<file path="config.mk">
export PLATFORM = sky130hd
export DESIGN_NAME = i2s_quad_rx
export DESIGN_NICKNAME = d
export VERILOG_FILES = /design/src/rtl/i2s_quad_rx.sv
export SDC_FILE = /design/constraint.sdc
export NUM_CORES = 1
export LEC_CHECK = 0
export CAP_MARGIN = 10
export CORE_UTILIZATION = 30
export CTS_CLUSTER_DIAMETER = 200
export DETAILED_ROUTE_END_ITERATION = 6
export GPL_TIMING_DRIVEN = 0
export RECOVER_POWER = 25
export SYNTH_ARGS = -nofsm -noshare
export SYNTH_HDL_FRONTEND = slang
export SYNTH_SLANG_ARGS = --single-unit
</file>
<file path="constraint.sdc">
create_clock -name clk -period 6.9 [get_ports clk]
set_input_delay 0.69 -clock clk [delete_from_list [all_inputs] [get_ports clk]]
set_output_delay 0.69 -clock clk [all_outputs]
set_load 0.02 [all_outputs]
</file>
<file path="src/rtl/i2s_quad_rx.sv">
// i2s_quad_rx: four-line I2S master receiver. Generates a shared sck/ws pair,
// deserialises the left-channel word of every sd line in lockstep and hands the
// words out as one CH*DW bundle over a valid/ready handshake.
// Optional feature: define I2S_QUAD_RX_OVF_CNT_EN to add the 8-bit saturating
// ovf_cnt output that counts overrun pulses.
module i2s_quad_rx #(
  parameter int DW          = 16,
  parameter int CH          = 4,
  parameter int WARM_FRAMES = 2
) (
  input  logic               clk,
  input  logic               rst,
  input  logic               en,
  input  logic [7:0]         sck_period,
  output logic               sck,
  output logic               ws,
  input  logic [CH-1:0]      sd,
  output logic [CH*DW-1:0]   dout,
  output logic               dout_vld,
  input  logic               dout_rdy,
  output logic               overrun
`ifdef I2S_QUAD_RX_OVF_CNT_EN
  ,
  output logic [7:0]         ovf_cnt
`endif
);

  typedef enum logic [1:0] {
    IDLE,
    WARM,
    RUN
  } state_t;

  state_t state, state_nxt;

  logic [7:0]                period_q;
  logic [7:0]                div_q;
  logic [4:0]                slot_q;
  logic [3:0]                frame_q;
  logic [CH-1:0][DW-1:0]     shreg;
  logic                      load_pend;

  logic                      div_wrap;
  logic                      rise_tgl;
  logic                      fall_tgl;
  logic                      word_done;
  logic [4:0]                slot_nxt;

  // Decode the divider wrap into sck rising/falling toggles and spot the
  // rising toggle of slot 16, which carries the LSB of the left word.
  always_comb begin
    div_wrap  = (state != IDLE) && (div_q == period_q - 8'd1);
    rise_tgl  = div_wrap && !sck;
    fall_tgl  = div_wrap && sck;
    slot_nxt  = slot_q + 5'd1;
    word_done = rise_tgl && (slot_q == 5'd16);
  end

  // Next-state logic: en low always wins; warm-up ends once the discarded
  // frames have all delivered their left word.
  always_comb begin
    state_nxt = state;
    if (!en) begin
      state_nxt = IDLE;
    end else begin
      unique case (state)
        IDLE:    state_nxt = WARM;
        WARM:    if (word_done && (frame_q == 4'(WARM_FRAMES - 1))) state_nxt = RUN;
        RUN:     state_nxt = RUN;
        default: state_nxt = IDLE;
      endcase
    end
  end

  // State register.
  always_ff @(posedge clk or posedge rst) begin
    if (rst) state <= IDLE;
    else     state <= state_nxt;
  end

  // Bit-clock generator: divider, sck/ws toggling, slot and warm-up frame
  // counting. The half-period is captured only when leaving IDLE so that
  // sck_period changes while running have no effect.
  always_ff @(posedge clk or posedge rst) begin
    if (rst) begin
      period_q <= 8'd2;
      div_q    <= '0;
      slot_q   <= '0;
      frame_q  <= '0;
      sck      <= 1'b0;
      ws       <= 1'b0;
    end else if (!en || (state == IDLE)) begin
      div_q    <= '0;
      slot_q   <= '0;
      frame_q  <= '0;
      sck      <= 1'b0;
      ws       <= 1'b0;
      if (en) period_q <= (sck_period < 8'd2) ? 8'd2 : sck_period;
    end else begin
      if (div_wrap) begin
        div_q <= '0;
        sck   <= ~sck;
      end else begin
        div_q <= div_q + 8'd1;
      end
      if (fall_tgl) begin
        slot_q <= slot_nxt;
        ws     <= slot_nxt[4];
      end
      if (word_done && (state == WARM)) frame_q <= frame_q + 4'd1;
    end
  end

  // Per-line shift registers: only slots 1..16 carry left-channel bits
  // (one-bit I2S delay), so slot 0 and the right-channel slots are skipped.
  always_ff @(posedge clk or posedge rst) begin
    if (rst) begin
      shreg <= '0;
    end else if (en && (state == IDLE)) begin
      shreg <= '0;
    end else if (en && rise_tgl && (slot_q >= 5'd1) && (slot_q <= 5'd16)) begin
      for (int i = 0; i < CH; i++) shreg[i] <= {shreg[i][DW-2:0], sd[i]};
    end
  end

  // Output handshake: a completed word in RUN arms load_pend, and the bundle
  // is loaded one cycle later. Loading over an unaccepted bundle flags an
  // overrun; a load coinciding with a transfer keeps valid high.
  always_ff @(posedge clk or posedge rst) begin
    if (rst) begin
      dout      <= '0;
      dout_vld  <= 1'b0;
      overrun   <= 1'b0;
      load_pend <= 1'b0;
    end else if (!en || (state == IDLE)) begin
      dout_vld  <= 1'b0;
      overrun   <= 1'b0;
      load_pend <= 1'b0;
    end else begin
      load_pend <= word_done && (state == RUN);
      overrun   <= 1'b0;
      if (load_pend) begin
        dout     <= shreg;
        dout_vld <= 1'b1;
        overrun  <= dout_vld && !dout_rdy;
      end else if (dout_vld && dout_rdy) begin
        dout_vld <= 1'b0;
      end
    end
  end

`ifdef I2S_QUAD_RX_OVF_CNT_EN
  // Saturating overrun counter; survives en toggling and clears only on rst.
  always_ff @(posedge clk or posedge rst) begin
    if (rst)                             ovf_cnt <= '0;
    else if (overrun && ovf_cnt != 8'hFF) ovf_cnt <= ovf_cnt + 8'd1;
  end
`endif

endmodule

</file>
==> summary.txt <==
Outcome
  • Status: finished, violations left
  • Failing checks: capacitance limit, slew limit

Layout
  • Layout Nets: 668
  • P&R area growth vs syn: 26.40%
  • Fillers: 2,168
  • Cell area after layout: 0.008740 mm^2
  • Post-layout util: 38.60%
  • Share of cells above drive strength 1: 18.71%
  • Diodes inserted: 0

Worst setup path
  • CP peak stage delay: 1930 ps
  • Slowest stage cell, crit path: clkinvlp_2
  • Family with the most delay on the worst path: buffers and inverters
  • Worst-path cell chain: dlygate4sd3_1 -> clkinvlp_2
  • Setup CP Type: in -> async
  • Max FO, Critical Path: 75
  • Worst path arrival time: 3240 ps
  • Critical path required time: 6850 ps
  • Crit path launch type: input port
  • Crit. End Element: async pin
  • CP Buf/Inv Count: 2

Logic synthesis
  • Synthesis-stage register bit count: 159
  • Synth top area share: 57.18%
  • Post-Syn Nets: 566
  • Post-synth top area cell: dfrtp_1
  • Synthesized area per cell: 12.83 um^2
  • Largest cells by area after synthesis: dfrtp_1 (57%), mux2_2 (10%), mux2i_1 (9.7%), nor2_1 (4.4%), ha_1 (2.0%)
  • Post-synth cell types: 50
  • Mapped Area: 0.006914 mm^2
  • EDFF count, synth: 0
  • Ys Warns: 0
  • Async set or reset register ratio after synthesis: 100.0%
  • Register area share after synthesis: 57.56%
  • Top FF cell, synth: dfrtp_1
  • Synth Instances: 539

Clocking
  • CTS root buffer: clkbuf_16
  • CTS HTree Levels: 4
  • Worst skew pair latency: 410 ps
  • Num CTS Buffers: 17
  • TritonCTS clock tree: yes
  • Clock Sinks: 159
  • Post-CTS setup buffer count: 0
  • Clk pin slew, worst setup/hold paths: 60 ps
  • CTS hold repair buffers: 0
  • Post-cts resize count: 0
  • Clock Tree Buf Depth: 2

Place
  • Pre-CTS setup slack: 3935 ps
  • Port bufs: 82
  • Post-DP HPWL: 9920 um
  • Routability cong.: 0.7757
  • Area post-placement: 0.008124 mm^2

Detailed routing
  • Vias per cell: 4.616
  • Drt pass-1 iters: 7
  • Avg WL per Cell: 14.80 um
  • Final antenna-violating net count: 0
  • WL final: 13,860 um
  • Via Count: 4,325
  • DRC viols: 0
  • First-iteration detailed-routing DRC count: 246

Hold path
  • Hold Path Class: reg -> reg

Timing
  • Measured slew at the worst slew-check pin: 3444 ps
  • Clk_skew: 7.184 ps
  • Finish-stage setup viols: 0
  • Fin. max-slew vios: 75
  • Final-report hold violation count: 0
  • Crit path time final: 3294 ps
  • Final Hold Slack: 487.8 ps
  • Unrepaired setup endpoints after global routing: no
  • Slew headroom: -130.9%
  • Fmax: 0.3036 GHz
  • Fin crit share: 47.74%
  • Final Worst Setup Slack: 3606 ps

Global route
  • Largest net degree at the start of global routing: 86
  • Number of global-route vias before repair: 4,584
  • Global-route wire length before repair: 23,320 um
  • Initial antenna violation count: 0
  • Total grt overflow: 0
  • Gr usage total: 12.51%

Floorplan
  • Core area: 0.02264 mm^2
  • Top Ports: 84
  • Die Ht: 153.8 um
  • Chip Width: 153.8 um
  • Die area: 0.02366 mm^2
  • Cell Rows: 55
  • Starting Density: 30.54%

Pwr
  • Peak VDD IR: 0.0001309 V
  • Static Leakage: 0.003965 uW
  • Power per cell area: 267.6 mW/mm^2

Job
  • Max-cap violations: 1
-- sequential cells by signal, summed over array words and instances (netlist names) --
register,cells
div_q,8
dout,64
dout_vld,1
frame_q,4
load_pend,1
overrun,1
period_q,8
sck,1
shreg,64
slot_q,4
state,2
ws,1
-- report_power, final --
group	switching, uW	leakage [uW]	total (uW)	internal [uW]
logic	229	0.00146	349	120
registers	43.8	0.00220	1010	967
clock network	359	0.000298	979	621
total	632	0.00396	2340	1710
-- kinds of logic after synthesis --
logic type | synth area share (%)
AOI/OAI and AO/OA | 2.895
buffers and inverters | 4.506
DFF | 57.56
muxes | 20.12
xor gates and xnor gates | 2.280
and+or+nand+nor | 10.64
adders and majority gates | 1.991
-- final timing paths --
check	from	cells after the start	end	slack (ps)
setup / recovery	rst	2	shreg[62]	3610
hold / removal	load_pend	2	dout_vld	490
setup reg to reg	period_q[1]	10	shreg[30]	4120
hold reg to reg	load_pend	2	dout_vld	490
max in group clk	period_q[1]	10	shreg[30]	4120
min in group asynchronous	rst	2	slot_q[1]	1740
-- per-layer routing --
metal,GRT usage (%),routed length [um],up-vias
li1,-,-,2060
met5,0,0,-
met2,21.30,6911,76
met1,15.12,6244,2177
met4,4.000,210,0
met3,3.749,496,12
-- per-stage QoR --
step / TNS [ps] / cells / total power, uW
after floorplan: 0 / 539 / 1279
after global placement: -240.6 / 906 / 1360
after detailed placement: 0 / 907 / 1378
after CTS: 0 / 937 / 2368
after global routing: 0 / 937 / 2455
final: 0 / 937 / 2339
-- cell type report --
class | count | area [um^2] | share of cell area (%)
flip-flops and latches | 159 | 3980 | 45.54
multi-input cells | 339 | 2623 | 30.01
repair buffers | 83 | 848.3 | 9.707
clock buffers | 20 | 456.7 | 5.225
well taps | 285 | 356.6 | 4.080
plain buffers | 27 | 259.0 | 2.963
clock inverters | 10 | 162.7 | 1.861
inverters | 14 | 53.80 | 0.6156
-- worst min-delay path, stage by stage (launching register included) --
cell and delay, ps:
dfrtp_1 340, a21oi_1 40, nor2_1 70
-- synth_stat cells (3+ instances only) --
master	instances
nor2_1	81
a21oi_1	6
ha_1	11
dfrtp_1	158
xnor2_1	8
mux2i_1	67
dlygate4sd1_1	6
nor4_1	5
nand4_1	4
inv_1	14
clkbuf_1	10
mux2_2	64
buf_12	6
nor4_2	3
and3_1	4
xor2_1	10
nor3_1	5
nand2_1	28
nand3_1	8
and2_1	3
nand2b_1	3
-- cell usage in the layout (no fill, tap or decap), types with 3 or more instances in the layout --
cell type / instances
clkbuf_1: 11
nand2_1: 28
buf_12: 6
clkbuf_16: 17
a21oi_1: 6
nor3_1: 5
inv_1: 13
nor2_1: 81
clkdlybuf4s50_1: 81
xor2_1: 10
mux2_2: 64
nand2b_1: 3
and3_1: 4
nand4_1: 4
and2_1: 3
nand3_1: 8
nor4_2: 3
xnor2_1: 8
clkbuf_8: 3
mux2i_1: 67
nor4_1: 5
dlygate4sd1_1: 6
bufinv_16: 4
ha_1: 11
dfrtp_1: 158
(Power assumes the default switching activity.)
